[src/rtl/neuron_ctrl_sync.sv]
// neuron_ctrl_sync: sequencing controller for one spiking neuron.
// Arbitrates round-robin among N_IN four-phase synapse requests, steps the
// datapath through MUL -> ADD -> CMP stages of programmable length, forwards a
// four-phase request to the next neuron, and issues periodic leak strobes.
//
// Ports:
//   clk          rising-edge clock
//   rst          asynchronous active-low reset
//   req_in/ack_in  per-channel four-phase handshake from the synapses
//   req_out/ack_out  four-phase handshake towards the next neuron
//   dly_mul/dly_add/dly_cmp  stage lengths in cycles (0 behaves as 1)
//   spike        comparator result from the datapath
//   sel          index of the granted channel
//   mul_en/acc_ld/cmp_en  datapath stage controls
//   pot_clr      potential clear after a fired spike is acknowledged
//   leak         one-cycle leak strobe
//   spike_out    latched spike flag, valid while req_out is high
// All outputs are registered.
module neuron_ctrl_sync #(
   parameter int unsigned N_IN        = 4,
   parameter int unsigned DELAY_W     = 4,
   parameter int unsigned FWD_ALL     = 0,
   parameter int unsigned LEAK_PERIOD = 16,
   localparam int unsigned SelW       = (N_IN > 1) ? $clog2(N_IN) : 1
) (
   input  logic               clk,
   input  logic               rst,
   input  logic [N_IN-1:0]    req_in,
   output logic [N_IN-1:0]    ack_in,
   output logic               req_out,
   input  logic               ack_out,
   input  logic [DELAY_W-1:0] dly_mul,
   input  logic [DELAY_W-1:0] dly_add,
   input  logic [DELAY_W-1:0] dly_cmp,
   input  logic               spike,
   output logic [SelW-1:0]    sel,
   output logic               mul_en,
   output logic               acc_ld,
   output logic               cmp_en,
   output logic               pot_clr,
   output logic               leak,
   output logic               spike_out
);

   localparam int unsigned LeakW = (LEAK_PERIOD > 1) ? $clog2(LEAK_PERIOD) : 1;

   typedef enum logic [2:0] {
      StIdle, StMul, StAdd, StCmp, StFireH, StFireL, StAck
   } state_e;

   state_e             state_q, state_d;
   logic [DELAY_W-1:0] cnt_q, cnt_d;
   logic [SelW-1:0]    sel_q, sel_d;
   logic [SelW-1:0]    ptr_q, ptr_d;
   logic               spike_q, spike_d;
   logic [LeakW-1:0]   leak_cnt_q, leak_cnt_d;
   logic               leak_pend_q, leak_pend_d;
   logic               leak_expire, leak_d, pot_d;

   logic [N_IN-1:0]    ack_in_q;
   logic               req_out_q, mul_en_q, acc_ld_q, cmp_en_q, pot_clr_q, leak_q, spike_out_q;

   logic [N_IN-1:0]    req_rot;
   logic               found;
   logic [SelW-1:0]    pick;

   function automatic logic [DELAY_W-1:0] eff_dly(input logic [DELAY_W-1:0] d);
      return (d == '0) ? DELAY_W'(1) : d;
   endfunction

   // Rotate requests so bit 0 is the channel at ptr, then take the first set bit.
   always_comb begin
      found   = 1'b0;
      pick    = '0;
      req_rot = N_IN'({req_in, req_in} >> ptr_q);
      for (int i = 0; i < N_IN; i++) begin
         if (!found && req_rot[i]) begin
            found = 1'b1;
            pick  = SelW'((int'(ptr_q) + i) % int'(N_IN));
         end
      end
   end

   // Free-running leak counter; pending flag holds expiries until the next idle cycle.
   always_comb begin
      leak_expire = (LEAK_PERIOD != 0) && (leak_cnt_q == LeakW'(LEAK_PERIOD - 1));
      if (LEAK_PERIOD == 0 || leak_expire) begin
         leak_cnt_d = '0;
      end else begin
         leak_cnt_d = leak_cnt_q + 1'b1;
      end
      // Never two strobes back to back, so a grant always gets a chance in between.
      leak_d      = (LEAK_PERIOD != 0) && (state_d == StIdle) && !leak_q &&
                    (leak_pend_q || leak_expire);
      leak_pend_d = (leak_pend_q || leak_expire) && !leak_d;
   end

   always_comb begin
      state_d = state_q;
      cnt_d   = cnt_q;
      sel_d   = sel_q;
      ptr_d   = ptr_q;
      spike_d = spike_q;
      pot_d   = 1'b0;
      unique case (state_q)
         StIdle: begin
            // A cycle carrying the leak strobe defers any grant by one cycle.
            if (!leak_q && found) begin
               sel_d   = pick;
               cnt_d   = eff_dly(dly_mul);
               state_d = StMul;
            end
         end
         StMul: begin
            if (cnt_q <= DELAY_W'(1)) begin
               cnt_d   = eff_dly(dly_add);
               state_d = StAdd;
            end else begin
               cnt_d = cnt_q - 1'b1;
            end
         end
         StAdd: begin
            if (cnt_q <= DELAY_W'(1)) begin
               cnt_d   = eff_dly(dly_cmp);
               state_d = StCmp;
            end else begin
               cnt_d = cnt_q - 1'b1;
            end
         end
         StCmp: begin
            if (cnt_q <= DELAY_W'(1)) begin
               spike_d = spike;
               state_d = (spike || FWD_ALL != 0) ? StFireH : StAck;
            end else begin
               cnt_d = cnt_q - 1'b1;
            end
         end
         StFireH: begin
            if (ack_out) begin
               pot_d   = spike_q;
               state_d = StFireL;
            end
         end
         StFireL: begin
            if (!ack_out) state_d = StAck;
         end
         StAck: begin
            if (!req_in[sel_q]) begin
               ptr_d   = (sel_q == SelW'(N_IN - 1)) ? '0 : sel_q + 1'b1;
               state_d = StIdle;
            end
         end
         default: state_d = StIdle;
      endcase
   end

   always_ff @(posedge clk or negedge rst) begin
      if (!rst) begin
         state_q     <= StIdle;
         cnt_q       <= '0;
         sel_q       <= '0;
         ptr_q       <= '0;
         spike_q     <= 1'b0;
         leak_cnt_q  <= '0;
         leak_pend_q <= 1'b0;
         ack_in_q    <= '0;
         req_out_q   <= 1'b0;
         mul_en_q    <= 1'b0;
         acc_ld_q    <= 1'b0;
         cmp_en_q    <= 1'b0;
         pot_clr_q   <= 1'b0;
         leak_q      <= 1'b0;
         spike_out_q <= 1'b0;
      end else begin
         state_q     <= state_d;
         cnt_q       <= cnt_d;
         sel_q       <= sel_d;
         ptr_q       <= ptr_d;
         spike_q     <= spike_d;
         leak_cnt_q  <= leak_cnt_d;
         leak_pend_q <= leak_pend_d;
         // Outputs are decoded from the next state so they line up with it.
         ack_in_q    <= (state_d == StAck) ? (N_IN'(1) << sel_d) : '0;
         req_out_q   <= (state_d == StFireH);
         mul_en_q    <= (state_d == StMul);
         acc_ld_q    <= (state_d == StAdd) && (cnt_d == DELAY_W'(1));
         cmp_en_q    <= (state_d == StCmp);
         pot_clr_q   <= pot_d;
         leak_q      <= leak_d;
         spike_out_q <= (state_d == StFireH) && spike_d;
      end
   end

   assign ack_in    = ack_in_q;
   assign req_out   = req_out_q;
   assign sel       = sel_q;
   assign mul_en    = mul_en_q;
   assign acc_ld    = acc_ld_q;
   assign cmp_en    = cmp_en_q;
   assign pot_clr   = pot_clr_q;
   assign leak      = leak_q;
   assign spike_out = spike_out_q;

   // ack_out already high when the forward request is raised breaks the handshake.
   a_ack_out_early : assert property (@(posedge clk) disable iff (!rst)
      (state_q != StFireH && state_d == StFireH) |-> !ack_out);

   a_stage_onehot : assert property (@(posedge clk) disable iff (!rst)
      $onehot0({mul_en_q, acc_ld_q, cmp_en_q}));

endmodule
[config.mk]
export PLATFORM = sky130hd
export DESIGN_NAME = neuron_ctrl_sync
export DESIGN_NICKNAME = d
export VERILOG_FILES = /design/src/rtl/neuron_ctrl_sync.sv
export SDC_FILE = /design/constraint.sdc
export NUM_CORES = 1
export LEC_CHECK = 0
export CAP_MARGIN = 5
export CORE_MARGIN = 2
export CORE_UTILIZATION = 40
export DETAILED_ROUTE_END_ITERATION = 10
export GPL_TIMING_DRIVEN = 0
export HOLD_SLACK_MARGIN = 0.06
export PLACE_DENSITY_LB_ADDON = 0.05
export SKIP_LAST_GASP = 1
export SLEW_MARGIN = 20
export SYNTH_ARGS = -nofsm -noshare
export SYNTH_HDL_FRONTEND = slang
export SYNTH_SLANG_ARGS = --single-unit
[constraint.sdc]
create_clock -name clk -period 3.3 [get_ports clk]
set_input_delay 0.66 -clock clk [delete_from_list [all_inputs] [get_ports clk]]
set_output_delay 0.66 -clock clk [all_outputs]
set_load 0.1 [all_outputs]
==> metrics.md, run 1 <==
| Metric | Value |
|---|---|
| Fraction of layout cells with a size suffix above 1 | `0.121` |
| FF-to-FF Start | `cnt_q[0]` |
| Synthesized area | `roughly 1600 µm²` |
| Post-route cell area | `just under 2000 µm²` |
| Top achievable clock speed | `387 MHz` |
| Vias | `roughly 1,300` |
| Setup violations, final | `0` |
| Bufs and invs on worst path | `1` |
| Maximum capacitance violations | `0` |
| IO buf count | `32` |
| Clk network pwr share | `0.094` |
| GR peak layer | `met2` |
| Peak supply drop | `0.403 mV` |
| Top cells by area, synth | `dfrtp_1, nor2b_1, ha_1` |
| EDFF count, synth | `0` |
| Met2 Use GR | `0.285` |
| Yosys warnings | `0` |
| Area of the multi-input gates | `just over 800 µm²` |
| Max-slew violations | `0` |
| Crit path arrival time | `approximately 1.9 ns` |
| Synth area leader | `dfrtp_1` |
| WL final | `between 3 and 4 mm` |
| CTS resizes | `0` |
| Chip height | `approximately 67 µm` |
| Clock Tree Root | `clkbuf_8` |
| Top_reg_cell synth | `dfrtp_1` |
| Met1 usage | `0.249` |
| Post-Place Cells | `235` |
| Register area share after synthesis | `0.447` |
| Power share of the sequential group | `0.297` |
| Postcts setup bufs | `0` |
| Final nets | `about 220` |
| Post-DP HPWL | `between 2 and 3 mm` |
| Status | `complete, no violations` |
| Tightest Pin Transition | `approximately 0.97 ns` |
| Portion of total power attributed to combinational logic | `0.609` |
| Clk Latency, worst-skew pair | `between 0.2 and 0.3 ns` |
| Pwr/cell area | `roughly 940 nW/µm²` |
| Overall Global Routing Usage | `0.178` |
| Setup crit start kind | `flip-flop` |
| Gpl congestion | `0.803` |
| Hold Violations, Final | `0` |
| Share of the synthesized area in the top cell type | `0.447` |
| Switching portion of total power | `0.489` |
| Worst path max stage delay | `roughly 1.2 ns` |
| Core Area | `about 3700 µm²` |
| Die width | `roughly 67 µm` |
| Drt pass-1 iters | `4` |
| Final Non-Filler Cells | `between 200 and 250` |
| Clock skew | `about 0.0025 ns` |
| Vias in the first global route | `approximately 1,200` |
| Netlist cell types | `58` |
| Most common cell after layout, fill and taps aside | `clkdlybuf4s50_1` |
| H-tree levels | `1` |
| Post-route ant nets | `0` |
| Worst path cell trace | `clkdlybuf4s50_1` |
| Min Tclk post-route | `2.58 ns` |
| Placed instance area | `around 2000 µm²` |
| DR iter-0 viols | `roughly 120` |
| Via/cell ratio | `approximately 5.5` |
| CP Launch Point | `leak` |
| Worst-path fanout max | `7` |
| Remaining global-route overflow | `0` |
| IO Count | `33` |
| Worst-case clock buffer depth | `2` |
| First-pass GRT wire length | `about 6 mm` |
| Initial antenna violation count | `0` |
| Worst-path clk slew | `approximately 0.080 ns` |
| CTS tree | `done` |
| Fillers | `~340` |
| Crit Path Class | `reg2out` |
| Static Leak | `between 0.8 and 0.9 nW` |
| Crit end category | `primary output` |
| Post-cts hold buffer count | `0` |
| Delay-heaviest family, CP | `buffers and inverters` |
| Final total power | `1.86 mW` |
| Routed wire per std cell | `between 15 and 20 µm` |
| Tightest Hold Check Type | `in2async` |
| Largest net degree at the start of global routing | `29` |
| Grt met3 use | `0.0304` |
| Sw Pwr | `0.908 mW` |
| Antenna diodes | `0` |
| Crit share post-route | `0.783` |
| Layout area overhead | `26.6%` |
| TritonCTS buffer count | `3` |
| Die Area | `around 4400 µm²` |
| Internal | `about 0.95 mW` |
| Cells after Synth | `155` |
| Max-slew headroom | `0.350` |
| Worst Hold Slack | `between 0.3 and 0.4 ns` |
| CP max-delay cell | `clkdlybuf4s50_1` |
| # DRC | `0` |
| Starting Density | `0.422` |
| Post-synthesis register bit count | `28` |
| Share of flip-flops with an asynchronous set or reset | `1.00` |
| RSZ-0062 raised after global routing | `no` |
| Clock tree sinks | `28` |
| FP Rows | `22` |
| Final setup TNS | `0 ns` |
| Avg Cell Area, Syn | `10.1 µm²` |
| Syn Nets | `~180` |
| Commonest cells after routing, fill and taps aside | `clkdlybuf4s50_1, dfrtp_1, nor2b_1, nand2_1, nor2_1` |
| Register area | `701 µm²` |
| Worst path required time | `roughly 2.6 ns` |
-- synthesized netlist by cell type, types with 2 or more instances --
library cell  instances
a21oi_1               6
nor3_1                8
ha_1                  4
and2_1                2
a221oi_1              2
inv_1                 4
and3_1                3
o31ai_1               4
nand3_1               3
nor2_1                9
clkbuf_1              2
o21ai_0               4
mux2i_1               2
o21ai_1               4
o211ai_1              2
dfrtp_1              28
buf_2                 3
nor2b_1              10
mux2_2                3
a31oi_1               2
nand2_1              10
o21a_1                2
o22ai_1               3
-- metal layers --
metal / share of wire / vias up
li1: - / 651
met1: 0.49 / 634
met2: 0.47 / 33
met3: 0.045 / 0
met4: 0 / 0
met5: 0 / -
-- per-stage QoR --
stage	util	setup WS, ns
final	0.534	0.716
after global routing	0.534	0.648
after CTS	0.534	0.710
after detailed placement	0.523	0.549
after global placement	0.524	0.574
after floorplan	-	0.827
-- final timing paths --
path | slack [ns] | cells past startpoint | to
worst min-delay path | 0.39 | 1 | ptr_q[1]
worst min register to register | 0.49 | 1 | leak_cnt_q[0]
max in group asynchronous | 2.51 | 1 | state_q[2]
worst max register to register | 0.97 | 9 | ack_in[1]
min in group clk | 0.49 | 1 | leak_cnt_q[0]
worst max-delay path | 0.72 | 1 | leak
-- layout make-up --
cell class / count / share of cell area
multi-input combinational: 116 / 0.414
sequential: 28 / 0.353
timing repair buffer: 32 / 0.159
inverter: 6 / 0.0113
buffer: 5 / 0.0113
tap: 48 / 0.0303
clock buffer: 3 / 0.0208
-- power by group through the flow --
stage / Clock (mW) / Combinational [mW] / Sequential [mW]
global route: 0.200 / 1.24 / 0.564
finish: 0.175 / 1.13 / 0.551
floorplan: 0 / 0.661 / 0.747
global placement: 0 / 1.11 / 0.551
CTS: 0.181 / 1.14 / 0.550
detailed placement: 0 / 1.13 / 0.557
-- cells by family (layout without fill, tap and decap cells) --
kind of cell               count (synthesis)  after routing  share of synthesized area
and+or+nand+nor                           62             62                      0.243
AOI/OAI and AO/OA                         42             42                      0.189
DFF                                       28             28                      0.447
buffers and inverters                     11             46                     0.0287
muxes                                      6              6                     0.0487
adders and majority gates                  4              4                     0.0319
xor gates and xnor gates                   2              2                     0.0112
-- sequential cells by signal, summed over array words and instances (netlist names), 2 cells and up --
signal	cells
ack_in	4
cnt_q	4
leak_cnt_q	4
ptr_q	2
sel	2
state_q	3
Note: power is estimated with default switching activity, not from simulation.
==> inputs of run 2 (changes only) <==
Clock period 3.3 ns to 2.5 ns, I/O delays scaled along.
==> run 2 against run 1 <==
Compared with the run above: design area is 0.13% higher; die area stayed put; worst hold slack worse by 0.16 ns; core utilization is 0.067 points higher; cell count stayed put; global-route usage stayed put; first-iteration DRC count is 29% lower; power is 32% higher; largest cell class unchanged; highest routed layer unchanged.
==> metrics.md, run 2 (synthesis results as in run 1) <==
| Metric | Value |
|---|---|
| Status | `complete, no violations` |
| Routed wire per std cell | `15.0 µm (-0.67%)` |
| RSZ-0062 raised after global routing | `no` |
| Hold Violations, Final | `0 (unchanged)` |
| CTS tree | `done` |
| Worst Hold Slack | `0.234 ns (-0.159 ns)` |
| Peak supply drop | `0.532 mV (+32%)` |
| Clock skew | `0.00247 ns (+0.00000134 ns)` |
| Pwr/cell area | `1240 nW/µm² (+32%)` |
| Crit Path Class | `reg2out` |
| WP depth | `1 (unchanged)` |
| Gpl congestion | `0.803 (unchanged)` |
| Worst-path clk slew | `0.08 ns (about the same)` |
| Vias | `1,295 (-1.7%)` |
| TritonCTS buffer count | `3 (unchanged)` |
| IO buf count | `32 (unchanged)` |
| Final Non-Filler Cells | `238 (unchanged)` |
| Drt pass-1 iters | `4 (unchanged)` |
| Maximum capacitance violations | `0 (unchanged)` |
| Remaining global-route overflow | `0 (unchanged)` |
| Final total power | `2.46 mW (+32%)` |
| Top achievable clock speed | `a little over 400 MHz` |
| Fraction of layout cells with a size suffix above 1 | `0.126 (+0.00526)` |
| FP Rows | `22 (unchanged)` |
| Commonest cells after routing, fill and taps aside | `clkdlybuf4s50_1, dfrtp_1, nor2b_1, nand2_1` |
| Pre-CTS WS | `-0.0909 ns (-0.640 ns)` |
| # DRC | `0 (unchanged)` |
| WL final | `3.57 mm (-0.67%)` |
| Via/cell ratio | `5.44 (-1.7%)` |
| Layout area overhead | `26.7%` |
| Worst-path fanout max | `7 (unchanged)` |
| Delay-heaviest family, CP | `buffers and inverters` |
| Max-slew headroom | `0.350 (unchanged)` |
| Min Tclk post-route | `2.42 ns` |
| Chip height | `66.6 µm (unchanged)` |
| Vias in the first global route | `1,239 (unchanged)` |
| Worst path required time | `2.00 ns (-0.64 ns)` |
| CP max-delay cell | `clkdlybuf4s50_1` |
| Worst-case clock buffer depth | `2 (unchanged)` |
| Static Leak | `0.842 nW (about the same)` |
| Worst path cell trace | `clkdlybuf4s50_1` |
| Largest net degree at the start of global routing | `29 (unchanged)` |
| H-tree levels | `1 (unchanged)` |
| Setup crit start kind | `flip-flop` |
| Post-route ant nets | `0 (unchanged)` |
| Crit path arrival time | `1.92 ns (about the same)` |
| Setup violations, final | `0 (unchanged)` |
| First-pass GRT wire length | `5.98 mm (unchanged)` |
| Overall Global Routing Usage | `0.178 (unchanged)` |
| DR iter-0 viols | `83 (-29%)` |
| Clock Tree Root | `clkbuf_8` |
| Placed instance area | `1940 µm² (unchanged)` |
| Setup ws final | `0.0759 ns (-0.640 ns)` |
| Tightest Hold Check Type | `in2async` |
| Die Area | `4440 µm² (unchanged)` |
| Final nets | `216 (unchanged)` |
| Post-DP HPWL | `2.80 mm (unchanged)` |
| Starting Density | `0.422 (unchanged)` |
| Most common cell after layout, fill and taps aside | `clkdlybuf4s50_1` |
| Post-route cell area | `1990 µm² (+0.13%)` |
| Crit share post-route | `0.970` |
| Cell count of the worst reg-to-reg path | `9 (unchanged)` |
| Clock tree sinks | `28 (unchanged)` |
| Antenna diodes | `0 (unchanged)` |
| Clk Latency, worst-skew pair | `0.27 ns (about the same)` |
| Crit end category | `primary output` |
| Tightest Pin Transition | `0.972 ns (unchanged)` |
| Worst path max stage delay | `1.18 ns (about the same)` |
| Util after Layout | `0.535 (+0.000673)` |
| Die width | `66.6 µm (unchanged)` |
| Post-cts hold buffer count | `0 (unchanged)` |
| Bufs and invs on worst path | `1 (unchanged)` |
| Final setup TNS | `0 ns (unchanged)` |
| IO Count | `33 (unchanged)` |
| Post-Place Cells | `235 (unchanged)` |
| Core Area | `3720 µm² (unchanged)` |
| Max-slew violations | `0 (unchanged)` |
| Initial antenna violation count | `0 (unchanged)` |
[run 2: final cells by class]
class	count	area, µm²
Inverter	6	22.5
Sequential cell	28	701
Tap cell	48	60.1
Multi-Input combinational cell	116	825
Buffer	5	22.5
Fill cell	342	1730
Timing Repair Buffer	32	315
Clock buffer	3	41.3
[run 2: routing by layer]
layer,GRT usage,vias to the layer above,share of wire
li1,-,652,-
met1,0.249,615,0.49
met2,0.285,28,0.47
met3,0.0304,0,0.040
met4,0.0459,0,0
met5,0,-,0
[run 2: final timing paths]
check	startpoint	to	slack [ns]
worst max-delay path	leak	leak	0.08
worst min-delay path	rst	ptr_q[1]	0.23
worst max register to register	cnt_q[0]	ack_in[1]	0.31
worst min register to register	leak_cnt_q[0]	leak_cnt_q[0]	0.49
max in group asynchronous	rst	state_q[2]	1.87
min in group clk	leak_cnt_q[0]	leak_cnt_q[0]	0.49
[run 2: timing repair]
action | in CTS | in global routing
endpoints found under the setup margin | 0 | 3
setup buffers | 0 | 0
resized for setup | 0 | 1
[run 2: power by group]
group	internal (mW)	total (mW)	switching, mW	leakage, nW
clock network	0.108	0.231	0.123	0.0216
registers	0.591	0.726	0.135	0.363
logic	0.556	1.50	0.943	0.457
[run 2: worst reg2reg max path, stage by stage, from the launching register on]
cell and delay (ns):
dfrtp_1 0.45, inv_1 0.08, ha_1 0.24, nor2_2 0.22, nor2_2 0.13, and3_1 0.22, a21oi_2 0.26, inv_2 0.10
and4b_1 0.24, and2b_1 0.16
